[src/rtl/id_ex_stage.sv]
// ID/EX pipeline register with load-use, MEM back-pressure and flush control.
// Optional performance counters are enabled by defining ID_EX_PERF_CNT_EN.
module id_ex_stage (
    input  logic        clk,
    input  logic        rst,
    input  logic        valid_id,
    input  logic [4:0]  rs1_id,
    input  logic [4:0]  rs2_id,
    input  logic [4:0]  rd_id,
    input  logic        RegWrite_id,
    input  logic        MemRead_id,
    input  logic        MemWrite_id,
    input  logic [3:0]  ALU_op_id,
    input  logic [31:0] rs1_data_id,
    input  logic [31:0] rs2_data_id,
    input  logic [31:0] imm_id,
    input  logic [31:0] pc_id,
    input  logic        flush_ex,
    input  logic        mem_busy,
    output logic        valid_idr,
    output logic [4:0]  rs1_idr,
    output logic [4:0]  rs2_idr,
    output logic [4:0]  rd_idr,
    output logic        RegWrite_idr,
    output logic        MemRead_idr,
    output logic        MemWrite_idr,
    output logic [3:0]  ALU_op_idr,
    output logic [31:0] rs1_data_idr,
    output logic [31:0] rs2_data_idr,
    output logic [31:0] imm_idr,
    output logic [31:0] pc_idr,
    output logic        pc_write,
    output logic        if_id_write,
    output logic        if_id_flush,
    output logic [1:0]  state
`ifdef ID_EX_PERF_CNT_EN
    ,
    output logic [15:0] stall_cnt,
    output logic [15:0] flush_cnt
`endif
);

    typedef enum logic [1:0] {
        RUN     = 2'b00,
        BUBBLE  = 2'b01,
        HOLD    = 2'b10,
        RECOVER = 2'b11
    } state_e;

    typedef struct packed {
        logic        valid;
        logic [4:0]  rs1;
        logic [4:0]  rs2;
        logic [4:0]  rd;
        logic        reg_write;
        logic        mem_read;
        logic        mem_write;
        logic [3:0]  alu_op;
        logic [31:0] rs1_data;
        logic [31:0] rs2_data;
        logic [31:0] imm;
        logic [31:0] pc;
    } stage_t;

    state_e state_q, state_d;
    stage_t stage_q, stage_d;
    stage_t id_in;
    logic   lu_hz;
    logic   capture;
    logic   bubble;
    logic   stall;

    always_comb begin
        id_in = {valid_id, rs1_id, rs2_id, rd_id, RegWrite_id, MemRead_id,
                 MemWrite_id, ALU_op_id, rs1_data_id, rs2_data_id, imm_id, pc_id};
    end

    always_comb begin
        lu_hz = stage_q.valid & stage_q.mem_read & (stage_q.rd != 5'd0) & valid_id &
                ((stage_q.rd == rs1_id) | (stage_q.rd == rs2_id));
    end

    // Priority: flush_ex, then mem_busy, then load-use (RUN only).
    always_comb begin
        state_d = state_q;
        capture = 1'b0;
        bubble  = 1'b0;
        stall   = 1'b0;
        if (flush_ex) begin
            bubble  = 1'b1;
            state_d = RUN;
        end else begin
            case (state_q)
                RUN: begin
                    if (mem_busy) begin
                        stall   = 1'b1;
                        state_d = HOLD;
                    end else if (lu_hz) begin
                        stall   = 1'b1;
                        bubble  = 1'b1;
                        state_d = BUBBLE;
                    end else begin
                        capture = 1'b1;
                    end
                end
                BUBBLE: begin
                    if (mem_busy) begin
                        stall   = 1'b1;
                        state_d = HOLD;
                    end else begin
                        capture = 1'b1;
                        state_d = RUN;
                    end
                end
                HOLD: begin
                    // The exit edge must not capture, so the front end stays frozen too.
                    stall = 1'b1;
                    if (!mem_busy) begin
                        state_d = RUN;
                    end
                end
                default: begin
                    stall   = 1'b1;
                    bubble  = 1'b1;
                    state_d = RUN;
                end
            endcase
        end
    end

    always_comb begin
        stage_d = stage_q;
        if (capture) begin
            stage_d = id_in;
        end else if (bubble) begin
            stage_d           = id_in;
            stage_d.valid     = 1'b0;
            stage_d.rd        = 5'd0;
            stage_d.reg_write = 1'b0;
            stage_d.mem_read  = 1'b0;
            stage_d.mem_write = 1'b0;
        end
    end

    always_ff @(posedge clk or posedge rst) begin
        if (rst) begin
            state_q <= RUN;
            stage_q <= '0;
        end else begin
            state_q <= state_d;
            stage_q <= stage_d;
        end
    end

    always_comb begin
        pc_write     = rst | ~stall;
        if_id_write  = rst | ~stall;
        if_id_flush  = ~rst & flush_ex;
        state        = state_q;
        valid_idr    = stage_q.valid;
        rs1_idr      = stage_q.rs1;
        rs2_idr      = stage_q.rs2;
        rd_idr       = stage_q.rd;
        RegWrite_idr = stage_q.reg_write;
        MemRead_idr  = stage_q.mem_read;
        MemWrite_idr = stage_q.mem_write;
        ALU_op_idr   = stage_q.alu_op;
        rs1_data_idr = stage_q.rs1_data;
        rs2_data_idr = stage_q.rs2_data;
        imm_idr      = stage_q.imm;
        pc_idr       = stage_q.pc;
    end

`ifdef ID_EX_PERF_CNT_EN
    logic [15:0] stall_cnt_q, stall_cnt_d;
    logic [15:0] flush_cnt_q, flush_cnt_d;

    always_comb begin
        stall_cnt_d = stall_cnt_q;
        flush_cnt_d = flush_cnt_q;
        if (stall && (stall_cnt_q != '1)) begin
            stall_cnt_d = stall_cnt_q + 16'd1;
        end
        if (flush_ex && (flush_cnt_q != '1)) begin
            flush_cnt_d = flush_cnt_q + 16'd1;
        end
    end

    always_ff @(posedge clk or posedge rst) begin
        if (rst) begin
            stall_cnt_q <= '0;
            flush_cnt_q <= '0;
        end else begin
            stall_cnt_q <= stall_cnt_d;
            flush_cnt_q <= flush_cnt_d;
        end
    end

    always_comb begin
        stall_cnt = stall_cnt_q;
        flush_cnt = flush_cnt_q;
    end
`endif

endmodule

[config.mk]
export PLATFORM = sky130hd
export DESIGN_NAME = id_ex_stage
export DESIGN_NICKNAME = d
export VERILOG_FILES = /design/src/rtl/id_ex_stage.sv
export SDC_FILE = /design/constraint.sdc
export NUM_CORES = 1
export LEC_CHECK = 0
export ABC_CLOCK_PERIOD_IN_PS = 15400
export CAP_MARGIN = 10
export CORE_UTILIZATION = 40
export CTS_CLUSTER_DIAMETER = 50
export CTS_CLUSTER_SIZE = 28
export DETAILED_ROUTE_END_ITERATION = 6
export GPL_TIMING_DRIVEN = 0
export PLACE_DENSITY = 0.86
export SYNTH_ARGS = -nofsm -noshare
export SYNTH_HDL_FRONTEND = slang
export SYNTH_SLANG_ARGS = --single-unit
[constraint.sdc]
create_clock -name clk -period 15.4 [get_ports clk]
set_input_delay 2.31 -clock clk [delete_from_list [all_inputs] [get_ports clk]]
set_output_delay 2.31 -clock clk [all_outputs]
set_load 0.005 [all_outputs]
==> results.py, run 1 <==
metrics = {
    "run_status": {
        "outcome": "finished, final reports clean",
    },
    "worst_setup_path": {
        "cp-startpoint": "rs1_id[2]",
        "worstReg2RegStart": "state[1]",
        "critPathKind": "in -> out",
        "critPathLaunchType": "input pin",
        "rr_endpoint": "imm_idr[30]",
        "reg2regPathDepth": 9,
        "rrSetupSlack_ns": 13.00,
        "crit_fanout": 10,
        "arrival_ns": 4.49,
        "endpoint_kind": "output port",
        "cp.required_ns": 13.09,
        "cp-endpoint": "pc_write",
    },
    "clocking": {
        "clkSlewWorstSetupHoldPaths_ns": 0.06,
        "cts-resized-gates": 0,
        "cts_made_buffers": 17,
        "cts_post_setup_buffers_inserted": 0,
        "root_buffer": "clkbuf_16",
        "clock_sinks": 153,
        "h-tree-depth": 4,
        "clock_latency_ns": 0.41,
        "cts_tree": "built",
        "clockBufferDepth": 2,
        "postCtsHoldBufs": 0,
    },
    "floorplan": {
        "core.rowCount": 44,
        "die_h_um": 125,
        "die_area_um2": 15500,
        "core-area_um2": 14600,
        "start_util": 0.413,
        "io_pins": 311,
        "die_x_um": 125,
    },
    "routing": {
        "drt-pass1-iter-count": 4,
        "vias": 4586,
        "wire_per_inst_um": 18.3,
        "ant_nets": 0,
        "drc": 0,
        "drtIter0Drc": 192,
        "drt-vias-per-instance": 5.02,
        "drt-total-wl_um": 16700,
    },
    "logic_synthesis": {
        "syn_area_um2": 6020,
        "synth_seq_area_share": 0.636,
        "ys_seq_elements": 153,
        "yosysWarnings": 0,
        "synth_cell_types": 24,
        "synth_nets": 545,
        "synth_cells": 387,
        "syn_avg_cell_area_um2": 15.6,
    },
    "grt": {
        "grt_pass1_vias": 5141,
        "antenna_found_initial": 0,
        "gr-total-overflow": 0,
        "grt_pass1_wl_um": 26900,
        "track_usage": 0.223,
        "grt_max_degree": 84,
    },
    "placement": {
        "dp_slack_ns": 8.61,
        "place.gp.congestion": 0.766,
        "post-dp-hpwl_um": 12700,
        "dpl-instance-area_um2": 9380,
        "port_buffers": 309,
    },
    "timing": {
        "setup_viol": 0,
        "relSlewSlack": 0.570,
        "finalHoldViolations": 0,
        "rsz0062_at_grt": "no",
        "min_period_ns": 6.80,
        "final-max-slew-violation-count": 0,
        "fmax_mhz": 147,
        "fin_crit_sh": 0.442,
        "setup_tns_ns": 0,
        "layout_setup_ws_ns": 8.60,
        "fin_skew_ns": 0.00978,
        "worstMarginPinSlew_ns": 0.645,
    },
    "hold_path": {
        "hold_start": "rs2_data_idr[2]",
        "holdCritPathClass": "reg -> reg",
    },
    "pwr": {
        "irDropWorstVdd_mv": 0.0621,
        "power.density_nw_per_um2": 112,
        "p_leak_nw": 4.14,
    },
    "cells_and_area": {
        "nets": 874,
        "syn_to_final_growth_pct": 66.0,
        "finish.utilization": 0.685,
        "antenna_cells": 0,
        "fillerInstances": 1025,
        "layout-drive-gt1-share": 0.154,
        "fin_area_um2": 9990,
    },
    "job": {
        "cap_viol_max_count": 0,
    },
}
-- cell usage in the layout (no fill, tap or decap), drive strengths merged --
master	synthesis	layout
clkdlybuf4s50	0	309
dfrtp	153	153
mux2	142	142
clkbuf	3	24
buf	19	20
xor2	10	10
nand3	10	10
nor2	9	9
a32oi	9	9
o21ai	9	9
inv	4	6
bufinv	0	4
nor3	4	4
ha	3	3
clkinv	0	3
o2111ai	2	2
a31oi	2	2
nand2	2	2
clkinvlp	0	2
nor2b	1	1
a22oi	1	1
or4	1	1
or3	1	1
a211oi	1	1
a21o	1	1
-- state kept, by name (all words and copies together), names as in the netlist, 2 cells and up --
register / cells
ALU_op_idr: 4
rs2_idr: 5
rs1_idr: 5
rs1_data_idr: 32
imm_idr: 32
rs2_data_idr: 32
pc_idr: 32
state: 2
rd_idr: 5
-- cell usage after synthesis --
library cell | instances | area share
dfrtp_1 | 153 | 0.64
mux2_1 | 81 | 0.15
mux2_2 | 61 | 0.11
buf_4 | 11 | 0.014
nand3_1 | 10 | 0.0083
xor2_1 | 10 | 0.015
a32oi_1 | 9 | 0.013
nor2_1 | 9 | 0.0056
o21ai_0 | 9 | 0.0075
buf_2 | 8 | 0.0067
inv_1 | 4 | 0.0025
clkbuf_1 | 3 | 0.0019
ha_1 | 3 | 0.0062
nor3_1 | 3 | 0.0025
a31oi_1 | 2 | 0.0021
nand2_1 | 2 | 0.0012
o2111ai_1 | 2 | 0.0029
a211oi_1 | 1 | 0.0012
a21o_1 | 1 | 0.0012
a22oi_1 | 1 | 0.0012
nor2b_1 | 1 | 0.0010
nor3_4 | 1 | 0.0027
or3_1 | 1 | 0.0010
or4_1 | 1 | 0.0012
-- critical path: stages --
cell and delay [ns]:
clkdlybuf4s50_1 0.49, xor2_1 0.17, nor3_1 0.08, a22oi_1 0.25
nor2_1 0.10, buf_2 0.19, a31oi_1 0.26, buf_4 0.15
clkdlybuf4s50_1 0.48
-- logic make-up after synthesis --
kind of cell,after synthesis,share of synthesized area
DFF,153,0.636
xor gates and xnor gates,10,0.0145
adders and majority gates,3,0.00624
and+or+nand+nor,28,0.0237
buffers and inverters,26,0.0247
AOI/OAI and AO/OA,25,0.0293
muxes,142,0.266
-- worst min-delay path by stage --
stage | end | slack, ns | cells after the start
floorplan | MemWrite_idr | 0.48 | 2
global route | rs2_data_idr[1] | 0.51 | 1
finish | rs2_data_idr[2] | 0.49 | 1
CTS | imm_idr[28] | 0.49 | 1
detailed placement | imm_idr[28] | 0.48 | 1
global placement | rs2_data_idr[1] | 0.47 | 1
-- metal layers --
| metal | GRT usage | vias to the layer above | part of all wire |
|---|---|---|---|
| li1 | - | 2042 | - |
| met1 | 0.238 | 2261 | 0.36 |
| met2 | 0.396 | 243 | 0.53 |
| met3 | 0.0713 | 40 | 0.078 |
| met4 | 0.108 | 0 | 0.034 |
| met5 | 0 | - | 0 |
-- stage by stage --
stage	total power [mW]	std cells	hold slack (ns)
after detailed placement	0.696	881	0.481
after floorplan	0.544	387	0.484
after global placement	0.685	880	0.472
final	1.12	913	0.492
after global routing	1.17	913	0.505
after CTS	1.14	913	0.495
-- cell type report --
class                   count  area, um^2  area share
flip-flops and latches    153        3830       0.383
repair buffers            310        3120       0.312
multi-input cells         208        2040       0.204
clock buffers              21         450      0.0451
well taps                 184         230      0.0230
clock inverters            11         168      0.0168
plain buffers              22         134      0.0134
inverters                   4        20.0     0.00200
-- report_power, final --
group	leakage [nW]	total [mW]	internal, mW	switching, mW
Combinational	2.04	0.218	0.146	0.0726
Sequential	1.80	0.469	0.445	0.0242
Clock	0.298	0.437	0.276	0.161
Total	4.14	1.12	0.866	0.258
No activity file was read; power rests on OpenSTA's default activity.
==> run 2, diff against run 1 <==
- ABC_CLOCK_PERIOD_IN_PS: 15400 -> 5700
- CORE_UTILIZATION: 40 -> 36
- PLACE_DENSITY: 0.86 -> 0.82
- clock period: 15.4 -> 5.7 ns (I/O delays scaled with it)
==> run 2 against run 1 <==
  * Combinational power grew to 2.7 times the previous value
  * Final area grew 0.51%
  * Sequential power grew to 2.7 times the previous value
  * Setup slack lost 6.9 ns
  * Sequential cell count is the same
  * First-iteration DRC count shrank 7.8%
  * Via count shrank 1.4%
  * Clock power grew to 2.7 times the previous value
  * Critical path type unchanged
==> results.py, run 2 (synthesized netlist as in run 1, its figures left out) <==
metrics = {
    "run_status": {
        "outcome": "finished, final reports clean",
    },
    "clocking": {
        "postCtsHoldBufs": 0,
        "cts_tree": "built",
        "cts-resized-gates": 0,
        "clockBufferDepth": 2,
        "clock_sinks": 153,
        "root_buffer": "clkbuf_16",
        "clkSlewWorstSetupHoldPaths_ns": 0.06,
        "cts_made_buffers": 17,
        "h-tree-depth": 4,
        "cts_post_setup_buffers_inserted": 0,
        "clock_latency_ns": 0.41,
    },
    "cells_and_area": {
        "antenna_cells": 0,
        "fillerInstances": 1165,
        "fin_area_um2": 10000,
        "nets": 874,
        "syn_to_final_growth_pct": 66.9,
        "final_cell_mix": "clkdlybuf4s50_1 (309), dfrtp_1 (153), mux2_1 (81)",
        "instances_no_fill": 945,
        "layout-drive-gt1-share": 0.158,
        "final_common_cell": "clkdlybuf4s50_1",
    },
    "floorplan": {
        "core-area_um2": 16100,
        "die_x_um": 131,
        "die_h_um": 131,
        "core.rowCount": 46,
        "start_util": 0.374,
        "io_pins": 311,
        "die_area_um2": 17200,
    },
    "pwr": {
        "internal_power_mw": 2.32,
        "pwr-share-comb": 0.193,
        "irDropWorstVdd_mv": 0.179,
        "p_leak_nw": 4.15,
        "seq_power_share": 0.416,
        "netSwitchingFraction": 0.234,
        "switchingPower_mw": 0.710,
        "power.density_nw_per_um2": 302,
        "clockPowerShare": 0.391,
    },
    "worst_setup_path": {
        "cpPeakStageDelay_ns": 0.53,
        "critPathLaunchType": "input pin",
        "crit_fanout": 10,
        "critPathKind": "in -> out",
        "arrival_ns": 3.10,
        "cpMaxStageDelayCell": "clkdlybuf4s50_1",
        "endpoint_kind": "output port",
        "rr_endpoint": "imm_idr[18]",
        "worstReg2RegStart": "state[1]",
        "path_buf_inv": 4,
        "reg2regPathDepth": 9,
        "crit_family": "buffers and inverters",
        "cp.required_ns": 4.85,
        "cp_cell_sequence": "clkdlybuf4s50_1, xor2_1, nor2_1, a22oi_1, nor2_1, buf_2, a31oi_1, buf_4, clkdlybuf4s50_1",
        "rrSetupSlack_ns": 3.20,
    },
    "routing": {
        "drt-vias-per-instance": 4.79,
        "drc": 0,
        "ant_nets": 0,
        "drt-pass1-iter-count": 4,
        "drtIter0Drc": 177,
        "drt-total-wl_um": 16300,
        "wire_per_inst_um": 17.2,
        "vias": 4524,
    },
    "grt": {
        "track_usage": 0.196,
        "gr-total-overflow": 0,
        "grt_max_degree": 87,
        "antenna_found_initial": 0,
        "grt_pass1_wl_um": 26300,
        "grt_pass1_vias": 5023,
    },
    "placement": {
        "place_inst": 913,
        "place.gp.congestion": 0.813,
        "port_buffers": 309,
        "dp_slack_ns": 1.74,
        "dpl-instance-area_um2": 9420,
        "post-dp-hpwl_um": 12300,
    },
    "timing": {
        "hold_ws_ns": 0.487,
        "finalHoldViolations": 0,
        "worstMarginPinSlew_ns": 0.637,
        "rsz0062_at_grt": "no",
        "layout_setup_ws_ns": 1.74,
        "relSlewSlack": 0.575,
        "setup_viol": 0,
        "fin_skew_ns": 0.00638,
        "fmax_mhz": 253,
        "final-max-slew-violation-count": 0,
        "fin_crit_sh": 0.694,
        "min_period_ns": 3.96,
        "setup_tns_ns": 0,
    },
    "hold_path": {
        "hold_start": "rs2_data_idr[23]",
        "holdCritPathClass": "reg -> reg",
        "min_path_cells": 1,
        "worstHoldEndpoint": "rs2_data_idr[23]",
    },
    "job": {
        "cap_viol_max_count": 0,
    },
}
## run 2: cell types whose count changed in the layout (fill, tap and decap cells not counted)
cell	previous run	this run
clkbuf_8	1	3
clkinv_4	0	3
clkbuf_1	6	3
clkinv_2	3	1
bufinv_16	4	3
inv_6	3	4
## run 2: worst max path at each step
stage,from,to,slack [ns],depth (start not counted)
5_1_grt,rs2_id[1],pc_write,1.60,9
2_1_floorplan,rst,ALU_op_idr[0],0.72,1
3_3_place_gp,rst,rs2_data_idr[11],-1.14,2
6_report,rs2_id[1],pc_write,1.74,9
4_1_cts,rs2_id[1],pc_write,1.74,9
3_5_place_dp,rs2_id[1],pc_write,1.74,9
## run 2: area by class of cell
class                           instances  area (um^2)  share of cell area
Clock buffer                           20          467              0.0465
Sequential cell                       153         3830               0.381
Tap cell                              216          270              0.0269
Buffer                                 22          134              0.0133
Timing Repair Buffer                  310         3120               0.311
Multi-Input combinational cell        208         2040               0.203
Clock inverter                         12          163              0.0162
Inverter                                4         20.0             0.00199
## run 2: power by group through the flow
stage | Clock [mW] | Combinational (mW) | Sequential, mW
finish | 1.19 | 0.585 | 1.26
floorplan | 0 | 0.182 | 1.29
global route | 1.26 | 0.627 | 1.28
detailed placement | 0 | 0.592 | 1.28
global placement | 0 | 0.576 | 1.28
CTS | 1.21 | 0.595 | 1.26
## run 2: stage by stage
stage	power [mW]	util
4_1_cts	3.07	0.623
5_1_grt	3.17	0.623
3_5_place_dp	1.87	0.584
2_1_floorplan	1.47	-
3_3_place_gp	1.85	0.582
6_report	3.03	0.623
## run 2: layer usage
metal / up-vias / global-route usage / wire length [um]
li1: 2035 / - / -
met1: 2209 / 0.216 / 6270
met2: 234 / 0.337 / 8110
met3: 46 / 0.0629 / 1210
met4: 0 / 0.105 / 660
met5: - / 0 / 0
==> run 3, diff against run 2 <==
- ABC_CLOCK_PERIOD_IN_PS: 5700 -> 3200
- clock period: 5.7 -> 3.2 ns (I/O delays scaled with it)
==> run 3 against run 2 <==
  * Core utilization rose by 0.35 points
  * Global-route usage rose by 0.53 points
  * Count of clock-buffer cells in the layout did not move
  * Non-clock buffer count rose by 2
  * Die area did not move
  * Sequential cell count did not move
  * Final cell count rose by 0.11%
  * Clock power rose by 82%
  * First-iteration DRC count fell by 52%
  * Register-to-register slack got worse by 2.5 ns
  * Sequential share of layout area fell by 0.20 points
  * Combinational power rose by 81%
  * Critical path type is now reg -> out
  * Highest routed layer unchanged
==> results.py, run 3 (synthesized netlist as in run 1, its figures left out) <==
metrics = {
    "run_status": {
        "outcome": "finished, final reports clean",
    },
    "routing": {
        "drt-pass1-iter-count": 4,
        "drtIter0Drc": 85,
        "ant_nets": 0,
        "drt-total-wl_um": 16800,
        "vias": 4558,
        "drt-vias-per-instance": 4.82,
        "drc": 0,
        "wire_per_inst_um": 17.7,
    },
    "cells_and_area": {
        "multi_input_area_um2": 2060,
        "antenna_cells": 0,
        "layout-drive-gt1-share": 0.160,
        "nets": 876,
        "ff_latch_area_um2": 3830,
        "instances_no_fill": 946,
        "final_cell_mix": "clkdlybuf4s50_1 (309), dfrtp_1 (152), mux2_1 (81)",
        "final_common_cell": "clkdlybuf4s50_1",
        "finish.utilization": 0.627,
        "fillerInstances": 1208,
        "syn_to_final_growth_pct": 67.8,
    },
    "timing": {
        "fin_skew_ns": 0.00912,
        "fin_crit_sh": 0.984,
        "final-max-slew-violation-count": 0,
        "setup_viol": 0,
        "worstMarginPinSlew_ns": 0.961,
        "relSlewSlack": 0.358,
        "layout_setup_ws_ns": 0.0511,
        "fmax_mhz": 318,
        "finalHoldViolations": 0,
        "min_period_ns": 3.15,
    },
    "job": {
        "cap_viol_max_count": 0,
    },
    "clocking": {
        "clkSlewWorstSetupHoldPaths_ns": 0.06,
        "clock_latency_ns": 0.41,
        "clock_sinks": 153,
        "clockBufferDepth": 2,
        "cts_tree": "built",
        "h-tree-depth": 4,
        "cts_made_buffers": 17,
        "root_buffer": "clkbuf_16",
    },
    "worst_setup_path": {
        "cpPeakStageDelay_ns": 0.57,
        "critPathLaunchType": "register",
        "endpoint_kind": "output port",
        "arrival_ns": 2.67,
        "cpMaxStageDelayCell": "or4_1",
        "cp_cell_sequence": "or4_1, o2111ai_2, nor2_4, a31oi_2, buf_4, clkdlybuf4s50_1",
        "cp.required_ns": 2.72,
        "crit_fanout": 11,
        "critPathKind": "reg -> out",
    },
    "floorplan": {
        "io_pins": 311,
        "start_util": 0.374,
        "die_area_um2": 17200,
        "die_h_um": 131,
        "die_x_um": 131,
        "core-area_um2": 16100,
        "core.rowCount": 46,
    },
    "placement": {
        "place_inst": 915,
        "dp_slack_ns": 0.0763,
        "port_buffers": 309,
        "place.gp.congestion": 0.819,
        "post-dp-hpwl_um": 12800,
    },
    "grt": {
        "grt_pass1_vias": 5095,
        "gr-total-overflow": 0,
        "track_usage": 0.202,
        "grt_pass1_wl_um": 27000,
        "antenna_found_initial": 0,
        "grt_max_degree": 46,
    },
    "pwr": {
        "irDropWorstVdd_mv": 0.317,
        "power.density_nw_per_um2": 541,
        "p_leak_nw": 4.16,
    },
    "hold_path": {
        "holdCritPathClass": "reg -> reg",
    },
}
## run 3: changes by cell type in the layout (fill, tap and decap cells not counted), moves of 2 or more
| cell | delta |
|---|---|
| buf_12 | +3 |
| clkbuf_1 | +3 |
| clkbuf_8 | -3 |
| bufinv_16 | +2 |
| clkinv_4 | -2 |
| inv_6 | -2 |
## run 3: worst paths after layout
check                           slack, ns          endpoint  cells after the start              from
worst max-delay path                 0.05          pc_write                      6         rd_idr[2]
worst min-delay path                 0.49  rs2_data_idr[29]                      1  rs2_data_idr[29]
worst max register to register       0.68       imm_idr[14]                      9          state[1]
worst min register to register       0.49  rs2_data_idr[29]                      1  rs2_data_idr[29]
max in group asynchronous            1.45        pc_idr[29]                      4               rst
min in group asynchronous            0.74       MemRead_idr                      2               rst
## run 3: power breakdown
| part | leakage (nW) | switching (mW) | internal [mW] |
|---|---|---|---|
| Clock | 0.305 | 0.772 | 1.38 |
| Sequential | 1.80 | 0.114 | 2.14 |
| Combinational | 2.05 | 0.351 | 0.705 |
## run 3: stage by stage
step / hold slack, ns / power (mW) / TNS, ns / instance area [um^2]
global placement: 0.472 / 3.30 / -64.41 / 9390
floorplan: 0.484 / 2.62 / 0 / 6020
detailed placement: 0.480 / 3.35 / 0 / 9450
finish: 0.488 / 5.47 / 0 / 10100
global route: 0.506 / 5.70 / -0.0180 / 10100
CTS: 0.493 / 5.53 / 0 / 10100
## run 3: layout make-up
class | count | share of cell area
timing repair buffer | 313 | 0.313
sequential | 153 | 0.379
multi-input combinational | 208 | 0.204
buffer | 21 | 0.0128
inverter | 4 | 0.00186
clock buffer | 20 | 0.0432
tap | 216 | 0.0268
clock inverter | 11 | 0.0192
## run 3: what timing repair did
action | 4_1_cts | 5_1_grt
gates resized for setup | 4 | 1
setup endpoints to repair | 2 | 1
setup buffers | 1 | 0
pin swaps | 1 | 1
hold buffers | 0 | 0
## run 3: critical path: cells and delay by family, from the launching register on
family                 cells  cell delay, ns
and+or+nand+nor            2            0.69
buffers and inverters      2            0.62
AOI/OAI and AO/OA          2            0.51
DFF                        1            0.45
## run 3: metal layers
| layer | up-vias | GRT usage | routed length [um] |
|---|---|---|---|
| met5 | - | 0 | 0 |
| met4 | 0 | 0.0769 | 367 |
| met3 | 28 | 0.0640 | 1150 |
| met2 | 217 | 0.368 | 8930 |
| met1 | 2276 | 0.216 | 6340 |
| li1 | 2037 | - | - |
